--- src/rtl/lcd_reg_reader_pkg.sv ---
// -----------------------------------------------------------------------------
// lcd_pkg
// Shared types and constants for the LCD register reader.
//   lcd_rd_state_t : sequencer state encoding
//   LCD_CMD_*      : common panel read commands (ID / status)
//   cyc_max        : elaboration-time helper used to size the step counter
// -----------------------------------------------------------------------------
package lcd_pkg;

  typedef enum logic [3:0] {
    IDLE,
    ARB,
    SETUP,
    WR_LO,
    WR_HI,
    TURN,
    RD_LO,
    RD_HI,
    DONE
  } lcd_rd_state_t;

  localparam logic [7:0] LCD_CMD_RDDID = 8'h04;
  localparam logic [7:0] LCD_CMD_RDDST = 8'h09;
  localparam logic [7:0] LCD_CMD_RDID4 = 8'hD3;

  function automatic int cyc_max(input int a, input int b);
    return (a > b) ? a : b;
  endfunction

endpackage

--- src/rtl/lcd_reg_reader_if.sv ---
// -----------------------------------------------------------------------------
// lcd_reg_reader_if
// Bundles the requester handshake, the bus arbitration pair and the 8080-style
// LCD pins used by the register reader.
//   master : the reader itself (drives strobes, bus request, results)
//   slave  : requester / display writer / panel side
// -----------------------------------------------------------------------------
interface lcd_reg_reader_if #(
  parameter int MAX_BYTES = 4
);
  localparam int NBW = $clog2(MAX_BYTES + 1);

  logic                   req;
  logic [7:0]             cmd;
  logic [NBW-1:0]         nbytes;
  logic                   busy;
  logic                   done;
  logic                   err;
  logic [8*MAX_BYTES-1:0] rdata;
  logic                   bus_req;
  logic                   bus_gnt;
  logic [7:0]             lcd_db_out;
  logic                   lcd_db_oe;
  logic [7:0]             lcd_db_in;
  logic                   lcd_wr;
  logic                   lcd_rd;
  logic                   lcd_d_c;

  modport master (
    input  req, cmd, nbytes, bus_gnt, lcd_db_in,
    output busy, done, err, rdata, bus_req,
           lcd_db_out, lcd_db_oe, lcd_wr, lcd_rd, lcd_d_c
  );

  modport slave (
    output req, cmd, nbytes, bus_gnt, lcd_db_in,
    input  busy, done, err, rdata, bus_req,
           lcd_db_out, lcd_db_oe, lcd_wr, lcd_rd, lcd_d_c
  );

endinterface

--- src/rtl/lcd_reg_reader_strobe_timer.sv ---
// -----------------------------------------------------------------------------
// lcd_strobe_timer
// Loadable down-counter shared by every phase of the reader.
//   clk, resetN  : clock, async active-low reset
//   load_i       : reload the counter this cycle
//   load_val_i   : phase length minus one
//   expire_o     : high while the count is zero (last cycle of the phase)
// -----------------------------------------------------------------------------
module lcd_strobe_timer #(
  parameter int W = 4
) (
  input  logic         clk,
  input  logic         resetN,
  input  logic         load_i,
  input  logic [W-1:0] load_val_i,
  output logic         expire_o
);

  logic [W-1:0] cnt_q;

  // Loading N-1 on state entry makes expire_o rise in the Nth cycle of the
  // phase, so the sequencer leaves exactly N cycles after it entered.
  always_ff @(posedge clk or negedge resetN) begin
    if (!resetN) begin
      cnt_q <= '0;
    end else if (load_i) begin
      cnt_q <= load_val_i;
    end else if (cnt_q != '0) begin
      cnt_q <= cnt_q - W'(1);
    end
  end

  assign expire_o = (cnt_q == '0);

endmodule

--- src/rtl/lcd_reg_reader.sv ---
// -----------------------------------------------------------------------------
// lcd_reg_reader
// Read-side master for the 8080 parallel LCD bus. Borrows the bus from the
// display writer, writes one command byte, performs one dummy read plus N
// data reads and returns the bytes (first real byte in rdata[7:0]).
//   clk, resetN : 25 MHz clock, async active-low reset
//   bus         : requester handshake (req/cmd/nbytes/busy/done/err/rdata),
//                 arbitration (bus_req/bus_gnt) and LCD pins
// All outputs are registered and decoded from the next state.
// -----------------------------------------------------------------------------
module lcd_reg_reader
  import lcd_pkg::*;
#(
  parameter int MAX_BYTES   = 4,
  parameter int WR_LOW_CYC  = 2,
  parameter int WR_HIGH_CYC = 2,
  parameter int RD_LOW_CYC  = 10,
  parameter int RD_HIGH_CYC = 4
) (
  input  logic             clk,
  input  logic             resetN,
  lcd_reg_reader_if.master bus
);

  localparam int NBW     = $clog2(MAX_BYTES + 1);
  localparam int BCW     = $clog2(MAX_BYTES + 2);
  localparam int MAX_CYC = cyc_max(cyc_max(WR_LOW_CYC, WR_HIGH_CYC),
                                   cyc_max(RD_LOW_CYC, RD_HIGH_CYC));
  localparam int STEP_W  = ($clog2(MAX_CYC) > 0) ? $clog2(MAX_CYC) : 1;

  lcd_rd_state_t          state_q, state_d;
  logic [7:0]             cmd_q;
  logic [NBW-1:0]         nb_q;
  logic [NBW-1:0]         nb_clamped;
  logic [BCW-1:0]         byte_cnt_q;
  logic [8*MAX_BYTES-1:0] rdata_q;
  logic                   busy_q, done_q, err_q, bus_req_q;
  logic [7:0]             db_out_q;
  logic                   db_oe_q, wr_q, rd_q, d_c_q;
  logic                   abort;
  logic                   drive_cmd;
  logic                   tmr_load, tmr_exp;
  logic [STEP_W-1:0]      tmr_val;

  assign nb_clamped = (bus.nbytes > NBW'(MAX_BYTES)) ? NBW'(MAX_BYTES) : bus.nbytes;

  lcd_strobe_timer #(.W(STEP_W)) u_timer (
    .clk       (clk),
    .resetN    (resetN),
    .load_i    (tmr_load),
    .load_val_i(tmr_val),
    .expire_o  (tmr_exp)
  );

  // Next-state logic. Once the bus is owned, losing the grant in any phase
  // abandons the transaction and reports it through err on the done pulse.
  always_comb begin
    state_d = state_q;
    abort   = 1'b0;
    case (state_q)
      IDLE: if (bus.req) state_d = ARB;
      ARB:  if (bus.bus_gnt) state_d = SETUP;
      SETUP, WR_LO, WR_HI, TURN, RD_LO, RD_HI: begin
        if (!bus.bus_gnt) begin
          abort   = 1'b1;
          state_d = DONE;
        end else if (tmr_exp) begin
          case (state_q)
            SETUP:   state_d = WR_LO;
            WR_LO:   state_d = WR_HI;
            WR_HI:   state_d = (nb_q == '0) ? DONE : TURN;
            TURN:    state_d = RD_LO;
            RD_LO:   state_d = RD_HI;
            RD_HI:   state_d = (byte_cnt_q == BCW'(nb_q)) ? DONE : RD_LO;
            default: state_d = state_q;
          endcase
        end
      end
      DONE:    state_d = IDLE;
      default: state_d = IDLE;
    endcase
  end

  // The step counter reloads on every state change with the length of the
  // phase being entered; single-cycle phases load zero and expire at once.
  always_comb begin
    tmr_load = (state_d != state_q);
    case (state_d)
      WR_LO:   tmr_val = STEP_W'(WR_LOW_CYC - 1);
      WR_HI:   tmr_val = STEP_W'(WR_HIGH_CYC - 1);
      RD_LO:   tmr_val = STEP_W'(RD_LOW_CYC - 1);
      RD_HI:   tmr_val = STEP_W'(RD_HIGH_CYC - 1);
      default: tmr_val = '0;
    endcase
  end

  assign drive_cmd = (state_d == SETUP) || (state_d == WR_LO) || (state_d == WR_HI);

  // Sequencer registers and registered outputs. Outputs follow state_d so each
  // pin level lines up with the state occupying that cycle.
  always_ff @(posedge clk or negedge resetN) begin
    if (!resetN) begin
      state_q    <= IDLE;
      cmd_q      <= '0;
      nb_q       <= '0;
      byte_cnt_q <= '0;
      rdata_q    <= '0;
      busy_q     <= 1'b0;
      done_q     <= 1'b0;
      err_q      <= 1'b0;
      bus_req_q  <= 1'b0;
      db_out_q   <= '0;
      db_oe_q    <= 1'b0;
      wr_q       <= 1'b1;
      rd_q       <= 1'b1;
      d_c_q      <= 1'b1;
    end else begin
      state_q   <= state_d;
      busy_q    <= (state_d != IDLE);
      done_q    <= (state_d == DONE);
      bus_req_q <= (state_d != IDLE) && (state_d != DONE);
      wr_q      <= (state_d != WR_LO);
      rd_q      <= (state_d != RD_LO);
      db_oe_q   <= drive_cmd;
      d_c_q     <= !drive_cmd;
      db_out_q  <= drive_cmd ? cmd_q : 8'h00;

      if (state_q == IDLE && bus.req) begin
        cmd_q   <= bus.cmd;
        nb_q    <= nb_clamped;
        rdata_q <= '0;
        err_q   <= 1'b0;
      end

      if (abort) begin
        err_q <= 1'b1;
      end

      // Iteration 0 is the panel's dummy read; iteration k lands in byte k-1.
      if (state_d == TURN) begin
        byte_cnt_q <= '0;
      end else if (state_q == RD_HI && state_d == RD_LO) begin
        byte_cnt_q <= byte_cnt_q + BCW'(1);
      end

      // Capture on the edge that raises lcd_rd; a grant loss on that same edge
      // skips the capture because the next state is DONE, not RD_HI.
      if (state_q == RD_LO && state_d == RD_HI) begin
        for (int k = 0; k < MAX_BYTES; k++) begin
          if (byte_cnt_q == BCW'(k + 1)) begin
            rdata_q[8*k +: 8] <= bus.lcd_db_in;
          end
        end
      end
    end
  end

  assign bus.busy       = busy_q;
  assign bus.done       = done_q;
  assign bus.err        = err_q;
  assign bus.rdata      = rdata_q;
  assign bus.bus_req    = bus_req_q;
  assign bus.lcd_db_out = db_out_q;
  assign bus.lcd_db_oe  = db_oe_q;
  assign bus.lcd_wr     = wr_q;
  assign bus.lcd_rd     = rd_q;
  assign bus.lcd_d_c    = d_c_q;

endmodule
--- src/flat_wrapper.sv ---
// flat-port wrapper written by rule: the top's interface ports become plain ports
module lcd_reg_reader_flat import lcd_pkg::*;
#(
  parameter int MAX_BYTES   = 4,
  parameter int WR_LOW_CYC  = 2,
  parameter int WR_HIGH_CYC = 2,
  parameter int RD_LOW_CYC  = 10,
  parameter int RD_HIGH_CYC = 4
)
  (clk, resetN, bus_req, bus_cmd, bus_nbytes, bus_bus_gnt, bus_lcd_db_in, bus_busy, bus_done, bus_err, bus_rdata, bus_bus_req, bus_lcd_db_out, bus_lcd_db_oe, bus_lcd_wr, bus_lcd_rd, bus_lcd_d_c);
  lcd_reg_reader_if #(.MAX_BYTES(MAX_BYTES)) bus_i ();
  input  logic clk;
  input  logic resetN;
  input wire logic [$bits(bus_i.req)-1:0] bus_req;
  input wire logic [$bits(bus_i.cmd)-1:0] bus_cmd;
  input wire logic [$bits(bus_i.nbytes)-1:0] bus_nbytes;
  input wire logic [$bits(bus_i.bus_gnt)-1:0] bus_bus_gnt;
  input wire logic [$bits(bus_i.lcd_db_in)-1:0] bus_lcd_db_in;
  output wire logic [$bits(bus_i.busy)-1:0] bus_busy;
  output wire logic [$bits(bus_i.done)-1:0] bus_done;
  output wire logic [$bits(bus_i.err)-1:0] bus_err;
  output wire logic [$bits(bus_i.rdata)-1:0] bus_rdata;
  output wire logic [$bits(bus_i.bus_req)-1:0] bus_bus_req;
  output wire logic [$bits(bus_i.lcd_db_out)-1:0] bus_lcd_db_out;
  output wire logic [$bits(bus_i.lcd_db_oe)-1:0] bus_lcd_db_oe;
  output wire logic [$bits(bus_i.lcd_wr)-1:0] bus_lcd_wr;
  output wire logic [$bits(bus_i.lcd_rd)-1:0] bus_lcd_rd;
  output wire logic [$bits(bus_i.lcd_d_c)-1:0] bus_lcd_d_c;
  assign bus_i.req = bus_req;
  assign bus_i.cmd = bus_cmd;
  assign bus_i.nbytes = bus_nbytes;
  assign bus_i.bus_gnt = bus_bus_gnt;
  assign bus_i.lcd_db_in = bus_lcd_db_in;
  assign bus_busy = bus_i.busy;
  assign bus_done = bus_i.done;
  assign bus_err = bus_i.err;
  assign bus_rdata = bus_i.rdata;
  assign bus_bus_req = bus_i.bus_req;
  assign bus_lcd_db_out = bus_i.lcd_db_out;
  assign bus_lcd_db_oe = bus_i.lcd_db_oe;
  assign bus_lcd_wr = bus_i.lcd_wr;
  assign bus_lcd_rd = bus_i.lcd_rd;
  assign bus_lcd_d_c = bus_i.lcd_d_c;
  lcd_reg_reader #(.MAX_BYTES(MAX_BYTES), .WR_LOW_CYC(WR_LOW_CYC), .WR_HIGH_CYC(WR_HIGH_CYC), .RD_LOW_CYC(RD_LOW_CYC), .RD_HIGH_CYC(RD_HIGH_CYC)) u_core (.clk(clk), .resetN(resetN), .bus(bus_i));
endmodule
--- config.mk ---
export PLATFORM = sky130hd
export DESIGN_NAME = lcd_reg_reader_flat
export DESIGN_NICKNAME = d
export VERILOG_FILES = /design/src/rtl/lcd_reg_reader_pkg.sv /design/src/rtl/lcd_reg_reader_if.sv /design/src/rtl/lcd_reg_reader_strobe_timer.sv /design/src/rtl/lcd_reg_reader.sv /design/src/flat_wrapper.sv
export SDC_FILE = /design/constraint.sdc
export NUM_CORES = 1
export LEC_CHECK = 0
export ABC_AREA = 0
export CAP_MARGIN = 0
export CORE_ASPECT_RATIO = 1.5
export CORE_UTILIZATION = 54
export CTS_CLUSTER_SIZE = 30
export DETAILED_ROUTE_END_ITERATION = 8
export GPL_TIMING_DRIVEN = 0
export PLACE_DENSITY_LB_ADDON = 0.15
export SYNTH_ARGS = -nofsm -noshare
export SYNTH_HDL_FRONTEND = slang
export SYNTH_SLANG_ARGS = --single-unit
--- constraint.sdc ---
create_clock -name clk -period 6.2 [get_ports clk]
set_input_delay 0.93 -clock clk [delete_from_list [all_inputs] [get_ports clk]]
set_output_delay 0.93 -clock clk [all_outputs]
set_load 0.1 [all_outputs]
Word level (Yosys, flattened, before mapping)
Cells that the tools add are included.
- add/subtract/negate cells: 2
- $lt $le $gt $ge: 1
- eq/ne operators: 23
- mux-type cells: 25
- reductions and logical operators: 17
- operators by type and width (cell ; number):
    32-bit two-way mux ; 2
    8-bit two-way mux ; 5
    4-bit by 3-bit equality test with 1-bit output (second input constant) ; 8
    4-bit two-way mux ; 8
    4-bit case mux with 3 select lines ; 2
    4-bit case mux with 6 select lines ; 1
    4-bit by 2-bit equality test with 1-bit output (second input constant) ; 4
    3-bit two-way mux ; 3
    4-bit logical NOT ; 2
    4-bit nonzero test ; 2
    3-bit by 2-bit equality test with 1-bit output (second input constant) ; 2
    2-bit nonzero test ; 3
    6-bit OR reduction ; 1
    4-bit by 1-bit equality test with 1-bit output (second input constant) ; 1
    4-bit equality test (second input constant) ; 1
    1-bit logical AND ; 4
    1-bit two-way mux ; 4
    4-bit by 2-bit inequality test with 1-bit output (second input constant) ; 1
    4-bit by 3-bit inequality test with 1-bit output (second input constant) ; 1
    4-bit inequality test ; 1
    4-bit inequality test (second input constant) ; 1
    4-bit by 1-bit subtractor with 4-bit output (second input constant) ; 1
    3-bit by 1-bit adder with 3-bit output (second input constant) ; 1
    3-bit by 1-bit equality test with 1-bit output (second input constant) ; 1
    other kinds (7) ; 8
- flip-flop bits (word level): 70
- input bits: 23
- output and inout bits: 48
- word-level logic and storage cells: 83

Logic depth before layout (Yosys ltp)
- word-level depth: 10
- mapped depth: 9
- gate-level depth less buffers: 9

Hierarchy
A second synthesis with hierarchy kept.
- cell total of the unflattened synthesis: 273
- area, all modules: 3189.3 um^2
- by module, submodules not included (module ; times used ; cells each ; area each (um^2) ; seq. area each (um^2)):
    lcd_reg_reader ; 1 ; 250 ; 2956.6 ; 1655.3
    lcd_strobe_timer ; 1 ; 23 ; 232.7 ; 100.1

Worst setup path after synthesis
OpenSTA, ideal clock, no wires.
- kind: reg-to-reg
- start: reg u_core.u_timer.cnt_q[0]
- end: reg u_core.byte_cnt_q[1]
- library setup time: 129 ps
- data arrival time: 2310 ps
- data required time: 6071 ps
- slack: 3761 ps
- stages on the path, launching flop included: 10
- buffers on the path: 0
- period minus slack after synthesis: 2439 ps
- path through: dfrtp_1 -> inv_1 -> ha_1 -> or3b_1 -> a311o_1 -> o211ai_4 -> inv_2 -> or3_4 -> a21oi_2 -> o22ai_1
- word-level cells in the longest chain between the ends: 7
- elaborated cells on any way between the ends: 9
- classes of those cells: 2 x eq/ne; 4 x mux; 3 x reduce/logical
- RTL lines (element ; RTL line ; RTL):
    from (decl) ; lcd_reg_reader_strobe_timer.sv:19 ; logic [W-1:0] cnt_q;
    from (signal assigned) ; lcd_reg_reader_strobe_timer.sv:27 ; cnt_q <= load_val_i;
    from (signal assigned) ; lcd_reg_reader_strobe_timer.sv:29 ; cnt_q <= cnt_q - W'(1);
    4-bit logical NOT (*) ; lcd_reg_reader_strobe_timer.sv:33 ; assign expire_o = (cnt_q == '0);
    4-bit two-way mux (*) ; lcd_reg_reader.sv:67 ; end else if (tmr_exp) begin
    4-bit two-way mux (*) ; lcd_reg_reader.sv:64 ; if (!bus.bus_gnt) begin
    4-bit case mux with 3 select lines (*) ; lcd_reg_reader.sv:60 ; case (state_q)
    named net u_core.state_d[0] ; lcd_reg_reader.sv:31 ; lcd_rd_state_t state_q, state_d;
    4-bit by 3-bit equality test with 1-bit output ; lcd_reg_reader.sv:142 ; end else if (state_q == RD_HI && state_d == RD_LO) begin
    1-bit logical AND ; lcd_reg_reader.sv:142 ;
    2-bit nonzero test (no line) ; -- ;
    to (signal assigned) ; lcd_reg_reader.sv:143 ; byte_cnt_q <= byte_cnt_q + BCW'(1);
    to (decl) ; lcd_reg_reader.sv:35 ; logic [BCW-1:0] byte_cnt_q;
The timed path passes the listed nets; every way through them passes the cells marked *.
A chain may end at the register's enable or synchronous reset.

Worst setup path in the final report
- start: in bus_bus_gnt
- end: reg u_core.rdata_q[14], in the netlist u_core.bus.rdata[14]
- word-level cells in the longest chain between the ends: 5
- elaborated cells on any way between the ends: 6
- classes of those cells: 1 x eq/ne; 4 x mux; 1 x reduce/logical
- RTL lines (element ; RTL line ; RTL):
    from (decl) ; flat_wrapper.sv:17 ; input wire logic [$bits(bus_i.bus_gnt)-1:0] bus_bus_gnt;
    4-bit two-way mux, on equally long branches ; lcd_reg_reader.sv:64, lcd_reg_reader.sv:62 ;
    4-bit case mux with 3 select lines (*) ; lcd_reg_reader.sv:60 ;
    4-bit by 3-bit equality test with 1-bit output (*) ; lcd_reg_reader.sv:148 ; if (state_q == RD_LO && state_d == RD_HI) begin
    1-bit logical AND (*) ; lcd_reg_reader.sv:148 ;
    32-bit two-way mux (*) ; lcd_reg_reader.sv:148 ;
    to (signal, indexed assignment) ; lcd_reg_reader.sv:151 ; rdata_q[8*k +: 8] <= bus.lcd_db_in;
    to (decl) ; lcd_reg_reader.sv:36 ; logic [8*MAX_BYTES-1:0] rdata_q;
Mark *: on every way between the ends. The rest lies on a longest branch, timed or not.

==> metrics <==
status=completed; vias in the first global route=approximately 2300; first-pass GRT wire length=between 10 and 15 mm; Final Skew=between 0.006 and 0.007 ns; layout cells sized above 1=0.0914; Cell Pwr Density=between 400 and 500 nW/um2; filler instances=436; Hold Crit Class=reg2reg; post-route ant nets=0; Seq/Total Area, Yosys=0.560; Tmin final=around 3.0 ns; Max VDD drop=between 0.3 and 0.4 mV; largest net degree at the start of global routing=71; sequential cell area=1760 um2; antenna cells=0; Synth Area per Inst=roughly 10 um2; Fmax=~330 MHz; routability cong.=0.819; fin nets=419; multiplexer area fraction after synthesis=0.0651; Via density=5.25; DIE WIDTH=64.2 um; CTS H-tree depth=3; Core ar.=about 5500 um2; largest family of logic cells by synthesized area=simple AND/OR/NAND/NOR gates; synthesized netlist cell count=around 310; Detailed Route WL=between 6 and 7 mm; Global Route Usage Sum=0.229; clk slew on worst S/H paths=~0.080 ns; CTS Sinks=70; wire length per cell=roughly 14 um; antenna violations before repair=0; drt pass-1 iters=4; top_reg_cell synth=dfrtp_1; CP startpoint kind=primary input; CTS Buf Count=9; post-synthesis simple-gate area fraction=0.194; setup TNS=0 ns; max-slew violations=0; fin util=0.744; MaxCap Viol Count=0; final worst slack=between 3 and 4 ns; Synth Area in Adders=0.0280; Initial Util=0.566; Worst EP arrival=around 3.2 ns; fin crit share=0.484; synth warn=0; IO Pins=slightly above 70; CTS tree=yes; pre-CTS setup slack=about 2.8 ns; Post-Syn Area=approximately 3100 um2; Max transition margin=0.328; largest fanout on the critical path=10; WS Path Type=in2reg; postcts setup bufs=0; clk_lat worst skew=approximately 0.35 ns; routed vias=2435; worst path required time=~6.4 ns; RSZ-0062 raised after global routing=no; Remaining DRCs=0; CP peak stage delay=0.59 ns; Multi-input gate area=1250 um2; port bufs=70; Core Rows=33; final setup violation count=0; commonest cells after routing, fill and taps aside=83 x nand2_1, 69 x clkdlybuf4s50_1, 67 x dfrtp_1; most common cell after layout, fill and taps aside=nand2_1; Hold Fails Final Rpt=0; async set or reset register ratio after synthesis=1.00; Post-DP Area=just under 4000 um2; worst-margin pin slew=1.00 ns; slowest stage cell, crit path=clkdlybuf4s50_1; syn_nets=338; layout overhead on the synthesized area=31.3%; Final Cell Area=between 4000 and 5000 um2; post-synthesis compound-gate area fraction=0.0954; hold_ws=around 0.47 ns; # resized after CTS=0; cell breakdown of the critical path=clkdlybuf4s50_1, o21ba_2, a211oi_1, o211ai_4, nor4_2, buf_2, o21ai_0; Static Leakage=1.91 nW; die span in y=around 95 um; Hold Buf Count CTS=0; post-DP HPWL=approximately 4.8 mm; Synth Register Bits=70; CP endpoint kind=flop; number of synthesized flops with an enable pin=0; drt initial violations=between 100 and 150; clock tree buffer depth=2; Synth cell types=44; grt total ovfl=0; root buf cell=clkbuf_8; xor/xnor cell area share of the yosys netlist=0.0168; die area=between 6000 and 7000 um2
-- sequential cells by signal, indices dropped and copies added, names as in the netlist --
signal	flops
u_core.bus.lcd_d_c	1
u_core.nb_q	3
u_core.cmd_q	8
u_core.bus.lcd_db_out	8
u_core.state_q	4
u_core.bus.bus_req	1
u_core.bus.err	1
u_core.bus.busy	1
u_core.bus.lcd_wr	1
u_core.bus.done	1
u_core.bus.lcd_db_oe	1
u_core.byte_cnt_q	3
u_core.bus.rdata	32
u_core.bus.lcd_rd	1
u_core.u_timer.cnt_q	4
-- layout make-up --
type                    instances  area share
flip-flops and latches         70       0.427
multi-input cells             205       0.304
repair buffers                 70       0.170
clock buffers                   9      0.0301
well taps                      70      0.0213
inverters                      21      0.0192
clock inverters                 7      0.0176
plain buffers                  12      0.0119
-- through the flow --
step                      total power [mW]  instances
after floorplan                       1.32        308
after global placement                1.52        448
after detailed placement              1.54        448
after CTS                             1.91        464
after global routing                  2.00        464
final                                 1.89        464
-- path summary, 6_finish.rpt --
path | from | end | slack [ns] | cells after the start
min in group asynchronous | resetN | u_core.bus.rdata[13]$_DFF_PN0_ | 0.69 | 1
worst min-delay path | u_core.cmd_q[7]$_DFFE_PN0P_ | u_core.cmd_q[7]$_DFFE_PN0P_ | 0.47 | 2
worst max-delay path | bus_bus_gnt | u_core.bus.rdata[14]$_DFF_PN0_ | 3.20 | 7
worst min register to register | u_core.cmd_q[7]$_DFFE_PN0P_ | u_core.cmd_q[7]$_DFFE_PN0P_ | 0.47 | 2
max in group asynchronous | resetN | u_core.bus.lcd_db_out[2]$_DFF_PN0_ | 4.96 | 1
worst max register to register | u_core.u_timer.cnt_q[0]$_DFFE_PN0P_ | u_core.byte_cnt_q[1]$_DFFE_PN0P_ | 3.52 | 9
-- synth_stat cells, types with 2 or more instances --
library cell  instances  area [um2]
and3_1                2        12.5
or3_1                 5        31.3
nor4_2                2        25.0
nor2_1                6        22.5
nor2b_1              10        62.6
nand3_1               3        15.0
dfrtp_1              67        1680
inv_1                20        75.1
nand3b_1              2        15.0
dfstp_2               3        78.8
nand2b_1              2        12.5
nand2_1              83         312
o22ai_1               3        18.8
mux2i_1              19         190
buf_2                 3        15.0
ha_1                  7        87.6
a31o_2                2        17.5
clkbuf_1              9        33.8
and2_1                3        18.8
o21ai_0              19        95.1
a21oi_1               6        30.0
nor3_1                5        25.0
xnor2_1               6        52.6
-- power by group --
part / switching [mW] / internal [mW]
sequential: 0.0649 / 0.563
combinational: 0.627 / 0.269
clock: 0.182 / 0.187
-- cells by family (layout without fill, tap and decap cells) --
| kind of cell | after synthesis | count (layout) |
|---|---|---|
| fa+ha+maj | 7 | 7 |
| flops | 70 | 70 |
| mux | 20 | 20 |
| buf+inv | 33 | 119 |
| xor+xnor | 6 | 6 |
| compound gates | 43 | 43 |
| simple gates | 129 | 129 |
-- critical path: cells and delay by family --
kind	cells	cell delay (ns)
buf+inv	2	0.90
compound gates	4	0.88
simple gates	1	0.52
-- layer usage --
| metal | global-route usage | wire length [um] | vias to the layer above | part of all wire |
|---|---|---|---|---|
| li1 | - | - | 1183 | - |
| met4 | 0.104 | 161 | 0 | 0.025 |
| met2 | 0.423 | 3650 | 67 | 0.56 |
| met3 | 0.0443 | 252 | 13 | 0.038 |
| met5 | 0 | 0 | - | 0 |
| met1 | 0.253 | 2480 | 1172 | 0.38 |
No activity file was read; power rests on OpenSTA's default activity.
